$ cat src/rtl/imem_load_ctrl_pkg.sv
// Shared CPU definitions used by the instruction-memory load controller.
// Latency: n/a (types and constants only).
// Backpressure: n/a.
package imem_load_ctrl_pkg;

  // Controller operating modes
  typedef enum logic [1:0] {
    IDLE = 2'd0,
    LOAD = 2'd1,
    RUN  = 2'd2
  } imem_ld_state_e;

  // Word index -> byte address conversion (32-bit instruction words)
  localparam int unsigned WORD_SHIFT = 2;

endpackage : imem_load_ctrl_pkg

$ cat src/rtl/imem_load_ctrl.sv
// Instruction-memory load controller: streams loader words into an external
//   memory, then hands the memory over to the fetch stage for execution.
// Latency: writes and read-address muxing are combinational; state changes on the next clk edge.
// Backpressure: ld_ready is high only in LOAD while the memory has room; fetch is held via stall_o.
//
// Ports:
//   clk, rst_n                 clock, async active-low reset
//   start_load                 one-cycle request to (re)program the memory
//   ld_valid/ld_data/ld_last   loader word stream, ld_ready accepts
//   pc_addr                    fetch byte address, passed to mem_raddr in RUN
//   mem_we/mem_waddr/mem_wdata memory write port
//   mem_raddr                  memory read address
//   stall_o, fetch_fault       fetch-stage hold and bad-PC indication
//   load_count, overflow       words written in last/current load, sticky overrun flag
module imem_load_ctrl
  import imem_load_ctrl_pkg::*;
#(
  parameter int ADDR_WIDTH = 32,
  parameter int MEM_WORDS  = 64
) (
  input  logic                         clk,
  input  logic                         rst_n,
  input  logic                         start_load,
  input  logic                         ld_valid,
  input  logic [ADDR_WIDTH-1:0]        ld_data,
  input  logic                         ld_last,
  output logic                         ld_ready,
  input  logic [ADDR_WIDTH-1:0]        pc_addr,
  output logic                         mem_we,
  output logic [ADDR_WIDTH-1:0]        mem_waddr,
  output logic [ADDR_WIDTH-1:0]        mem_wdata,
  output logic [ADDR_WIDTH-1:0]        mem_raddr,
  output logic                         stall_o,
  output logic                         fetch_fault,
  output logic [$clog2(MEM_WORDS):0]   load_count,
  output logic                         overflow
);

  localparam int CW = $clog2(MEM_WORDS) + 1;
  localparam logic [CW-1:0] LP_FULL = CW'(MEM_WORDS);
  localparam logic [CW-1:0] LP_LAST = CW'(MEM_WORDS - 1);
  // One bit wider than the address so 4*MEM_WORDS cannot wrap for small ADDR_WIDTH
  localparam logic [ADDR_WIDTH:0] LP_BYTE_LIMIT = (ADDR_WIDTH+1)'(MEM_WORDS) << WORD_SHIFT;

  imem_ld_state_e r_state;
  imem_ld_state_e w_state_nxt;

  logic [CW-1:0]         r_load_count;
  logic                  r_overflow;
  logic                  w_accept;
  logic                  w_enter_load;
  logic                  w_last_slot;
  logic                  w_pc_bad;
  logic [ADDR_WIDTH-1:0] w_waddr;

  assign w_last_slot = (r_load_count == LP_LAST);
  assign w_waddr     = ADDR_WIDTH'(r_load_count) << WORD_SHIFT;
  assign w_pc_bad    = (pc_addr[1:0] != 2'b00) || ({1'b0, pc_addr} >= LP_BYTE_LIMIT);

  // State register
  always_ff @(posedge clk or negedge rst_n) begin
    if (!rst_n) begin
      r_state <= IDLE;
    end else begin
      r_state <= w_state_nxt;
    end
  end

  // Next-state and output decode
  always_comb begin
    w_state_nxt  = r_state;
    w_accept     = 1'b0;
    w_enter_load = 1'b0;
    ld_ready     = 1'b0;
    stall_o      = 1'b1;
    mem_we       = 1'b0;
    fetch_fault  = 1'b0;
    case (r_state)
      IDLE: begin
        if (start_load) begin
          w_state_nxt  = LOAD;
          w_enter_load = 1'b1;
        end
      end
      LOAD: begin
        // start_load is deliberately not looked at here
        ld_ready = (r_load_count < LP_FULL);
        w_accept = ld_valid && ld_ready;
        mem_we   = w_accept;
        // Either the loader says this is the end, or the memory is now full
        if (w_accept && (ld_last || w_last_slot)) begin
          w_state_nxt = RUN;
        end
      end
      RUN: begin
        stall_o     = 1'b0;
        fetch_fault = w_pc_bad;
        if (start_load) begin
          w_state_nxt  = LOAD;
          w_enter_load = 1'b1;
        end
      end
      default: begin
        w_state_nxt = IDLE;
      end
    endcase
  end

  // Word counter doubles as the write pointer; it only advances on an accept,
  // and accepts stop at MEM_WORDS, so it saturates without extra logic.
  always_ff @(posedge clk or negedge rst_n) begin
    if (!rst_n) begin
      r_load_count <= '0;
      r_overflow   <= 1'b0;
    end else if (w_enter_load) begin
      r_load_count <= '0;
      r_overflow   <= 1'b0;
    end else if (w_accept) begin
      r_load_count <= r_load_count + 1'b1;
      if (w_last_slot && !ld_last) begin
        r_overflow <= 1'b1;
      end
    end
  end

  assign mem_waddr  = w_waddr;
  assign mem_wdata  = ld_data;
  assign mem_raddr  = (r_state == RUN) ? pc_addr : w_waddr;
  assign load_count = r_load_count;
  assign overflow   = r_overflow;

endmodule : imem_load_ctrl
$ cat config.mk
export PLATFORM = sky130hd
export DESIGN_NAME = imem_load_ctrl
export DESIGN_NICKNAME = d
export VERILOG_FILES = /design/src/rtl/imem_load_ctrl_pkg.sv /design/src/rtl/imem_load_ctrl.sv
export SDC_FILE = /design/constraint.sdc
export NUM_CORES = 1
export LEC_CHECK = 0
export ABC_AREA = 1
export CAP_MARGIN = 10
export CELL_PAD_IN_SITES_DETAIL_PLACEMENT = 1
export CELL_PAD_IN_SITES_GLOBAL_PLACEMENT = 2
export CORE_ASPECT_RATIO = 2
export CORE_MARGIN = 2
export CORE_UTILIZATION = 10
export CTS_CLUSTER_DIAMETER = 100
export CTS_CLUSTER_SIZE = 12
export DETAILED_ROUTE_END_ITERATION = 8
export GPL_TIMING_DRIVEN = 1
export PLACE_DENSITY_LB_ADDON = 0.1
export SLEW_MARGIN = 20
export SYNTH_ARGS = -nofsm -noshare
export SYNTH_HDL_FRONTEND = slang
export SYNTH_SLANG_ARGS = --single-unit
export TNS_END_PERCENT = 10
$ cat constraint.sdc
create_clock -name clk -period 1.65 [get_ports clk]
set_clock_uncertainty 0.15 [all_clocks]
set_input_delay 0.33 -clock clk [delete_from_list [all_inputs] [get_ports clk]]
set_output_delay 0.33 -clock clk [all_outputs]
set_load 0.1 [all_outputs]
==> results of run 1 <==
stage by stage:
step | area, sq um | std cells | setup slack, ns | util (%) | setup TNS (ns)
after global routing | 3214 | 459 | -0.2737 | 23.40 | -8.084
after detailed placement | 3023 | 450 | -0.5102 | 22.00 | -3.240
after floorplan | 1826 | 256 | -0.2207 | - | -5.352
after global placement | 3023 | 450 | -0.5214 | 22.00 | -3.006
after CTS | 3178 | 457 | -0.2385 | 23.13 | -7.785
final | 3214 | 459 | -0.2055 | 23.40 | -5.919
worst max-delay path, stage by stage (launching register included):
cell,delay (ns)
dfrtp_1,0.39
nor2_4,0.13
buf_12,0.14
buf_12,0.14
nand2_2,0.07
o21ai_4,0.07
buf_12,0.19
power breakdown:
part / leakage (nW) / switching [mW] / internal (mW)
logic: 1.25 / 2.25 / 1.09
registers: 0.122 / 0.0542 / 0.305
clock network: 0.0442 / 0.118 / 0.365
total: 1.41 / 2.43 / 1.76
routing by layer:
| layer | vias to the layer above | wire length (um) |
|---|---|---|
| met2 | 68 | 2846 |
| li1 | 729 | - |
| met1 | 699 | 2073 |
| met3 | 2 | 321 |
| met5 | - | 0 |
| met4 | 0 | 17 |
state kept, by name, summed over array words and instances (netlist names):
register	count
overflow	1
r_state	2
load_count	7
cells in the final DEF, fill, tap and decap left out, types with 2 or more instances in the layout:
cell and instances:
dlygate4sd2_1 22, nand3_1 8, dfrtp_4 7, nor2_2 3
dfrtp_1 3, nor2_4 29, clkbuf_16 3, o21ai_1 2
nand2_2 7, o21ai_4 7, clkdlybuf4s50_1 13, inv_1 39
a21oi_1 2, inv_2 3, buf_4 18, nand2_1 26
conb_1 25, buf_12 53, nor2_1 16, buf_6 2
o21ai_0 3
cells by family (layout without fill, tap and decap cells):
| group | count (synthesis) | after routing | share of synthesized area [%] |
|---|---|---|---|
| adder cells (fa/ha/maj) | 1 | 1 | 0.8959 |
| AND/OR/NAND/NOR | 92 | 92 | 26.52 |
| XOR/XNOR | 1 | 1 | 0.6274 |
| AO/OA/AOI/OAI | 16 | 16 | 5.914 |
| other | 1 | 25 | 0.2686 |
| flip-flops | 10 | 10 | 17.92 |
| buffers and inverters | 111 | 157 | 47.85 |
area by class of cell:
| cell class | instances | area (sq um) |
|---|---|---|
| multi-input combinational | 135 | 893.4 |
| sequential | 10 | 276.5 |
| inverter | 43 | 177.7 |
| fill | 1593 | 10520 |
| tap | 157 | 196.4 |
| clock buffer | 4 | 88.84 |
| timing repair buffer | 110 | 1582 |
how the worst max path moves through the flow:
stage                      startpoint       endpoint  slack [ns]  cells past startpoint
4_1_cts        r_state[1]$_DFFE_PN0P_  mem_raddr[16]       -0.24                      6
6_report       r_state[0]$_DFFE_PN0P_   mem_raddr[4]       -0.21                      6
2_1_floorplan  r_state[0]$_DFFE_PN0P_  mem_raddr[16]       -0.22                      4
3_3_place_gp               pc_addr[9]    fetch_fault       -0.52                      7
5_1_grt        r_state[1]$_DFFE_PN0P_   mem_raddr[3]       -0.27                      7
3_5_place_dp               pc_addr[9]    fetch_fault       -0.51                      7
repair_timing:
action,CTS,global route
cloned,1,0
buffers inserted,2,2
setup endpoints to repair,36,41
pin swaps,21,10
endpoints found under the hold margin,0,0
resized for setup,38,9
==> results_dict.tcl, run 1 <==
set metrics [dict create \
    syn_to_final_growth_pct 130.2 \
    r2r_end "overflow$_DFFE_PN0P_" \
    synth_top_cell_by_area "buf_4" \
    power_density_nw_per_um2 1303 \
    wirelength_um 5258 \
    cp_max_fo 7 \
    num_rows 61 \
    drt_pass1_iterations 4 \
    maxCapViolations 0 \
    gr-total-overflow 0 \
    drive_above_1_share_pct 45.70 \
    synth_area_sq_um 1396 \
    postCtsHoldBufs 0 \
    min_path_type "input port to asynchronous set/reset pin" \
    clk_path_buf_depth 2 \
    ys.warnings.count 0 \
    r2r_start "load_count[0]$_DFFE_PN0P_" \
    numCtsBuffers 3 \
    yosysMostFrequentCell "buf_4" \
    synth_seq_area_share_pct 17.92 \
    critPathArrivalTime_ns 1.38 \
    core_area_sq_um 13740 \
    yosys.cell_types.count 20 \
    ys_seq_elements 10 \
    cts_tree "done" \
    synth-edff-count 0 \
    finalNetCount 373 \
    grt_pass1_wl_um 8169 \
    die_y_um 171.1 \
    max_freq_mhz 538.9 \
    finalCritPeriodShare_pct 112.5 \
    dieWidth_um 87.56 \
    cp.required_ns 1.17 \
    viasPerCell 3.264 \
    clock-sinks 10 \
    peakVddDrop_mv 0.3733 \
    wl_per_cell_um 11.46 \
    cts_root_buf "clkbuf_16" \
    grt_util_met1_pct 8.682 \
    criticalPathCategory "flop to primary output" \
    setup_viol 36 \
    dpl.hpwl_um 4330 \
    whs_ns 0.2511 \
    io_buffers 87 \
    syn_area_per_cell_sq_um 6.019 \
    vias 1498 \
    power.total_mw 4.187 \
    diodes 0 \
    outcome "finished, violations left" \
    synthCells 232 \
    violations "negative setup slack" \
    drv_slew 0 \
    async_flop_share_pct 100.0 \
    fin_crit_ns 1.855 \
    htree_levels 1 \
    antenna_found_initial 0 \
    finalHoldViolCount 0 \
    synth_top_area_share_pct 34.41 \
    io_pins 177 \
    leakagePower_nw 1.414 \
    track_usage_pct 6.932 \
    place_congestion 0.6768 \
    ys.flop_type "dfrtp_1" \
    rsz0062_at_grt "true" \
    cts.clk_slew.worst_paths_ns 0.04 \
    fin_ws_ns -0.2055 \
    drc_errors 0 \
    r2r_slack_ns 0.14 \
    critPathCaptureType "primary output" \
    use_met3_pct 1.737 \
    netlist_top_cells_area "buf_4 (34%), dfrtp_1 (18%), nor2_1 (12%)" \
    drtIter0Drc 24 \
    grt_pass1_vias 1582 \
    grt_max_degree 29 \
    ys_top_cells_by_count "buf_4 (64), nor2_1 (46), inv_1 (42)" \
    reg2regPathDepth 5 \
    final_antenna_net_count 0 \
    floorplan.die_area_sq_um 14980 \
    grtUsageMet2_pct 11.82 \
    clock_latency_ns 0.24 \
    start_util_pct 10.16 \
    top_usage_layer "met2" \
    startpoint_type "flop" \
]
Note: power is estimated with default switching activity, not from simulation.
==> run 2: changes to the inputs <==
CTS_CLUSTER_DIAMETER = default   (was 100)
==> results of run 2 <==
Final layout, timing and power as in run 1 (identical DEF).
==> edit 1: new RTL, config.mk and constraints of run 2 <==
Re-encode `imem_ld_state_e` (3 states) as one-hot, 3 bits wide.
--- a/src/rtl/imem_load_ctrl_pkg.sv
+++ b/src/rtl/imem_load_ctrl_pkg.sv
@@ -4,10 +4,10 @@
 package imem_load_ctrl_pkg;
 
   // Controller operating modes
-  typedef enum logic [1:0] {
-    IDLE = 2'd0,
-    LOAD = 2'd1,
-    RUN  = 2'd2
+  typedef enum logic [2:0] {
+    IDLE = 3'b001,
+    LOAD = 3'b010,
+    RUN  = 3'b100
   } imem_ld_state_e;
 
   // Word index -> byte address conversion (32-bit instruction words)
Function: same outputs for any inputs over 10 cycles, from zero or initial values and one cycle with rst_n low; not proved beyond that.
==> edit 1 against run 2 <==
  * The flow still finishes with violations (setup timing)
  * Routed wire length increased by 30%
  * Synthesized cell count increased by 8.6%
  * Die area increased by 8.7%
  * Critical path depth unchanged
  * Sequential power increased by 5.6%
  * Synthesized area increased by 9.1%
  * Setup slack got worse by 0.10 ns
  * Power decreased by 29%
  * Cell area increased by 11%
  * Sequential cell count increased by 1
==> edit 1: results (changes against run 2) <==
| Metric | Value |
|---|---|
| Critical Path Fanout Max | 8 (was 7) |
| Worst Reg-to-Reg Cells | 11 (was 5) |
| Clk buf depth | 2 (unchanged) |
| Total global-route track usage | 0.0849 (was 0.0693) |
| Netlist cell types | 22 (was 20) |
| List of most frequent post-synthesis cells | buf_4, inv_1, nor2_1 (was buf_4, nor2_1, inv_1) |
| Status | complete, but fails checks (unchanged) |
| Met1 global-route usage | 0.0697 (was 0.0868) |
| Register area share after synthesis | 0.182 (was 0.179) |
| Pin count of the biggest net entering global routing | 12 (was 29) |
| Layout cells sized above 1 | 0.517 (was 0.457) |
| Synth Area in XOR/XNOR | 0.0115 (was 0.00627) |
| Peak supply drop | 0.587 mV (was 0.373 mV) |
| Final net count | 415 (was 373) |
| Detailed Route Iter0 Violations | 11 (was 24) |
| Worst R2R Start | r_state[1] (was load_count[0]) |
| Final setup vio count | 46 (was 36) |
| Placed insts | 528 (was 450) |
| Area fraction in compound gates after synthesis | 0.0427 (was 0.0591) |
| First-pass GRT wire length | 10.5 mm (was 8.17 mm) |
| CP peak stage delay | 0.56 ns (was 0.39 ns) |
| Arr. time, crit path | 1.48 ns (was 1.38 ns) |
| Top post-synthesis cells by area | buf_4, dfrtp_1, inv_1, nor2_1, nand2_1 (was buf_4, dfrtp_1, nor2_1, inv_1, nand2_1) |
| R2r setup slk | -0.17 ns (was 0.14 ns) |
| Number of global-route vias before repair | 1,887 (was 1,582) |
| DR WL/cell | 12.7 µm (was 11.5 µm) |
| Final worst slack | -0.305 ns (was -0.205 ns) |
| M3 GR Usage | 0.0165 (was 0.0174) |
| Tmin final | 1.96 ns (was 1.86 ns) |
| Critical path startpoint | r_state[0] (unchanged) |
| Vias post-DR | 1,717 (was 1,498) |
| Via/cell ratio | 3.19 (was 3.26) |
| Failing checks | setup timing (unchanged) |
| Top delay family on crit path | flip-flops (was buffers and inverters) |
| CP max-delay cell | dfstp_2 (was dfrtp_1) |
| Post-Synthesis Cells | 252 (was 232) |
| RR Endpoint | load_count[1] (was overflow) |
| Detailed Place HPWL | 6.03 mm (was 4.33 mm) |
| Worst setup path endpoint | mem_raddr[5] (was mem_raddr[4]) |
| Post-route setup TNS | -9.32 ns (was -5.92 ns) |
| Filler Cell Count | 1,714 (was 1,593) |
| Adder and majority gate portion of the synthesized area | 0.00822 (was 0.00896) |
edit 1: what timing repair did:
item / in CTS / in global routing
pin swaps: 28 / 1
endpoints found under the setup margin: 44 / 47
resized for setup: 63 / 5
setup buffers: 7 / 0
cloned: 1 / 0
edit 1: worst min path at each step:
stage	start	endpoint	slack [ns]	cells after the start
5_1_grt	rst_n	load_count[1]	0.27	2
6_report	rst_n	load_count[1]	0.24	2
2_1_floorplan	rst_n	load_count[0]	-0.12	0
3_3_place_gp	load_count[6]	load_count[6]	0.40	2
4_1_cts	rst_n	load_count[1]	0.24	2
3_5_place_dp	overflow	overflow	0.40	2
edit 1: worst register-to-register path, stage by stage (launching register included):
cell and delay, ns:
dfrtp_1 0.40, nor2_4 0.16, buf_4 0.18, nand2_8 0.09
buf_4 0.16, buf_4 0.12, nand2_2 0.09, nand2_4 0.10
nand2_2 0.09, inv_2 0.06, nand2_1 0.06, nand2_1 0.05
edit 1: kinds of logic (layout without fill, tap and decap cells):
family | count (synthesis) | after routing
buf+inv | 116 | 183
compound gates | 13 | 13
fa+ha+maj | 1 | 1
simple gates | 108 | 109
xor+xnor | 2 | 2
flops | 11 | 11
other cells | 1 | 25
edit 1: per-layer routing:
metal  vias up  share of wire
met3        14          0.069
li1        833              -
met5         -              0
met4         0          0.016
met2        91           0.64
met1       779           0.28
edit 1: power breakdown:
part	internal (mW)	switching [mW]	total, mW
Clock	0.326	0.133	0.458
Combinational	0.694	1.44	2.14
Sequential	0.331	0.0484	0.379
Total	1.35	1.62	2.97
edit 1: through the flow:
| stage | hold WS (ns) | worst slack [ns] | instance area (µm²) |
|---|---|---|---|
| after detailed placement | 0.403 | -0.536 | 3350 |
| after global placement | 0.399 | -0.537 | 3350 |
| final | 0.236 | -0.305 | 3580 |
| after global routing | 0.271 | -0.356 | 3580 |
| after CTS | 0.242 | -0.331 | 3560 |
| after floorplan | -0.116 | -0.211 | 1950 |
edit 1: cell type report:
| cell class | instances | share of cell area |
|---|---|---|
| flip-flops and latches | 11 | 0.0801 |
| clock buffers | 4 | 0.0220 |
| inverters | 47 | 0.0493 |
| well taps | 195 | 0.0682 |
| multi-input cells | 150 | 0.293 |
| repair buffers | 132 | 0.487 |
==> edit 2: new RTL, config.mk and constraints of run 2 <==
Made on the original files. The parameter `MEM_WORDS` goes from 64 to 128.
--- a/src/rtl/imem_load_ctrl.sv
+++ b/src/rtl/imem_load_ctrl.sv
@@ -16,7 +16,7 @@
   import imem_load_ctrl_pkg::*;
 #(
   parameter int ADDR_WIDTH = 32,
-  parameter int MEM_WORDS  = 64
+  parameter int MEM_WORDS  = 128
 ) (
   input  logic                         clk,
   input  logic                         rst_n,
Interface: changed (resized load_count); port bits go from 177 to 178. The function was not compared with the original's and may differ.
==> edit 2 against run 2 <==
  * The flow still finishes with violations (setup timing)
  * Power rose by 3.9%
  * Cell area increased by 8.9%
  * Critical path depth unchanged
  * Sequential power up 1%
  * Sequential cell count grew 1
  * Clock power down 5.0%
  * Non-clock buffer count is 18 higher
  * Routed wire length increased by 23%
  * Synthesized cell count rose by 2.2%
  * Setup slack got worse by 0.040 ns
  * Synthesized area is 9.1% higher
  * Via count up 8.1%
  * Highest routed layer unchanged
==> edit 2: results (changes against run 2) <==
| Metric | Value |
|---|---|
| Final setup vio count | 36 (unchanged) |
| Layout cells sized above 1 | 0.514 (was 0.457) |
| List of most frequent post-synthesis cells | buf_4, nor2_1, inv_1 (unchanged) |
| Initial antenna violation count | 0 (unchanged) |
| Netlist cell types | 24 (was 20) |
| R2r setup slk | 0.18 ns (was 0.14 ns) |
| Top post-synthesis cells by area | buf_4, dfrtp_1, nor2_1, inv_1, nand2_1 (unchanged) |
| H-tree depth | 1 (unchanged) |
| Register area share after synthesis | 0.181 (was 0.179) |
| Worst Reg-to-Reg Cells | 7 (was 5) |
| Critical Path Fanout Max | 13 (was 7) |
| Vias post-DR | 1,620 (was 1,498) |
| Placed insts | 512 (was 450) |
| Root buf cell | clkbuf_16 (unchanged) |
| IO Port Bufs | 89 (was 87) |
| Peak supply drop | 0.420 mV (was 0.373 mV) |
| Final net count | 394 (was 373) |
| Worst R2R Start | load_count[0] (unchanged) |
| Detailed Place HPWL | 5.80 mm (was 4.33 mm) |
| Number of global-route vias before repair | 1,814 (was 1,582) |
| GP Congestion | 0.641 (was 0.677) |
| Ys Warns | 0 (unchanged) |
| Status | complete, but fails checks (unchanged) |
| Total global-route track usage | 0.0820 (was 0.0693) |
| Post-route setup TNS | -7.05 ns (was -5.92 ns) |
| Drt pass-1 iters | 4 (unchanged) |
| HP Class | input port to async pin (unchanged) |
| Synth Area per Inst | 6.43 µm² (was 6.02 µm²) |
| Cell internal pwr | 1.85 mW (was 1.76 mW) |
| Post-Layout Cell Count | 518 (was 459) |
| Lkg Pwr | 1.57 nW (was 1.41 nW) |
| Failing checks | setup timing (unchanged) |
| Max reg flops | 8 (was 7) |
| Num CTS Buffers | 3 (unchanged) |
| RR Endpoint | r_state[1] (was overflow) |
| Arr. time, crit path | 1.42 ns (was 1.38 ns) |
| Total wire length | 6.47 mm (was 5.26 mm) |
| Final worst slack | -0.245 ns (was -0.205 ns) |
| Worst-path clk slew | 0.04 ns (about the same) |
| First-pass GRT wire length | 10.2 mm (was 8.17 mm) |
| Setup WS pre-CTS | -0.522 ns (was -0.510 ns) |
| Detailed Route Iter0 Violations | 19 (was 24) |
| Pin count of the biggest net entering global routing | 16 (was 29) |
==> edit 2: area by class of cell <==
cell class,count,area (µm²)
clock buffer,4,78.8
inverter,41,159
multi-input combinational,139,947
fill,1730,11400
timing repair buffer,128,1770
tap,195,244
sequential,11,300
==> edit 2: worst max path at each step <==
stage	from	endpoint	slack, ns	cells after the start
global placement	pc_addr[31]	fetch_fault	-0.51	8
global route	r_state[0]	mem_raddr[5]	-0.30	6
CTS	r_state[0]	mem_raddr[5]	-0.27	6
detailed placement	pc_addr[11]	fetch_fault	-0.52	8
floorplan	r_state[0]	mem_raddr[0]	-0.18	5
finish	r_state[0]	mem_raddr[7]	-0.25	6
==> edit 2: per-stage QoR <==
step	cell area, µm²	utilization	hold WS (ns)
after floorplan	1930	-	-0.116
after global placement	3390	0.228	0.417
after detailed placement	3390	0.228	0.426
after CTS	3490	0.234	0.263
after global routing	3500	0.235	0.276
final	3500	0.235	0.252
==> edit 2: routing by layer <==
layer / wire, µm / track usage / vias to the layer above
li1: - / - / 788
met1: 1810 / 0.0699 / 734
met2: 3770 / 0.162 / 89
met3: 814 / 0.0393 / 9
met4: 83 / 0.0271 / 0
met5: 0 / 0 / -
==> edit 2: repair_timing <==
action,CTS,global route
hold buffers,0,0
setup endpoints to repair,36,36
gates resized for setup,36,3
hold endpoints to repair,0,0
pin swaps,20,3
cloned,0,0
buffers inserted,2,0
==> edit 2: logic make-up (layout without fill, tap and decap cells) <==
group,count (synthesis),in the layout,synth area share
other cells,1,24,0.00246
mux,2,2,0.0148
buf+inv,110,173,0.448
fa+ha+maj,1,1,0.00821
simple gates,96,96,0.286
flops,11,11,0.181
compound gates,16,16,0.0599
==> edit 2: worst max-delay path, cell delays in order (launching register included) <==
cell     delay, ns
dfrtp_1       0.38
inv_2         0.08
nand2_4       0.07
buf_12        0.16
buf_4         0.14
a21oi_4       0.13
buf_12        0.19
==> edit 2: power by group through the flow <==
stage | combinational, mW | sequential [mW] | clock (mW)
after floorplan | 2.52 | 0.519 | 0
after global placement | 3.58 | 0.369 | 0
after detailed placement | 3.58 | 0.371 | 0
after CTS | 3.58 | 0.367 | 0.471
after global routing | 3.66 | 0.371 | 0.483
final | 3.53 | 0.363 | 0.459
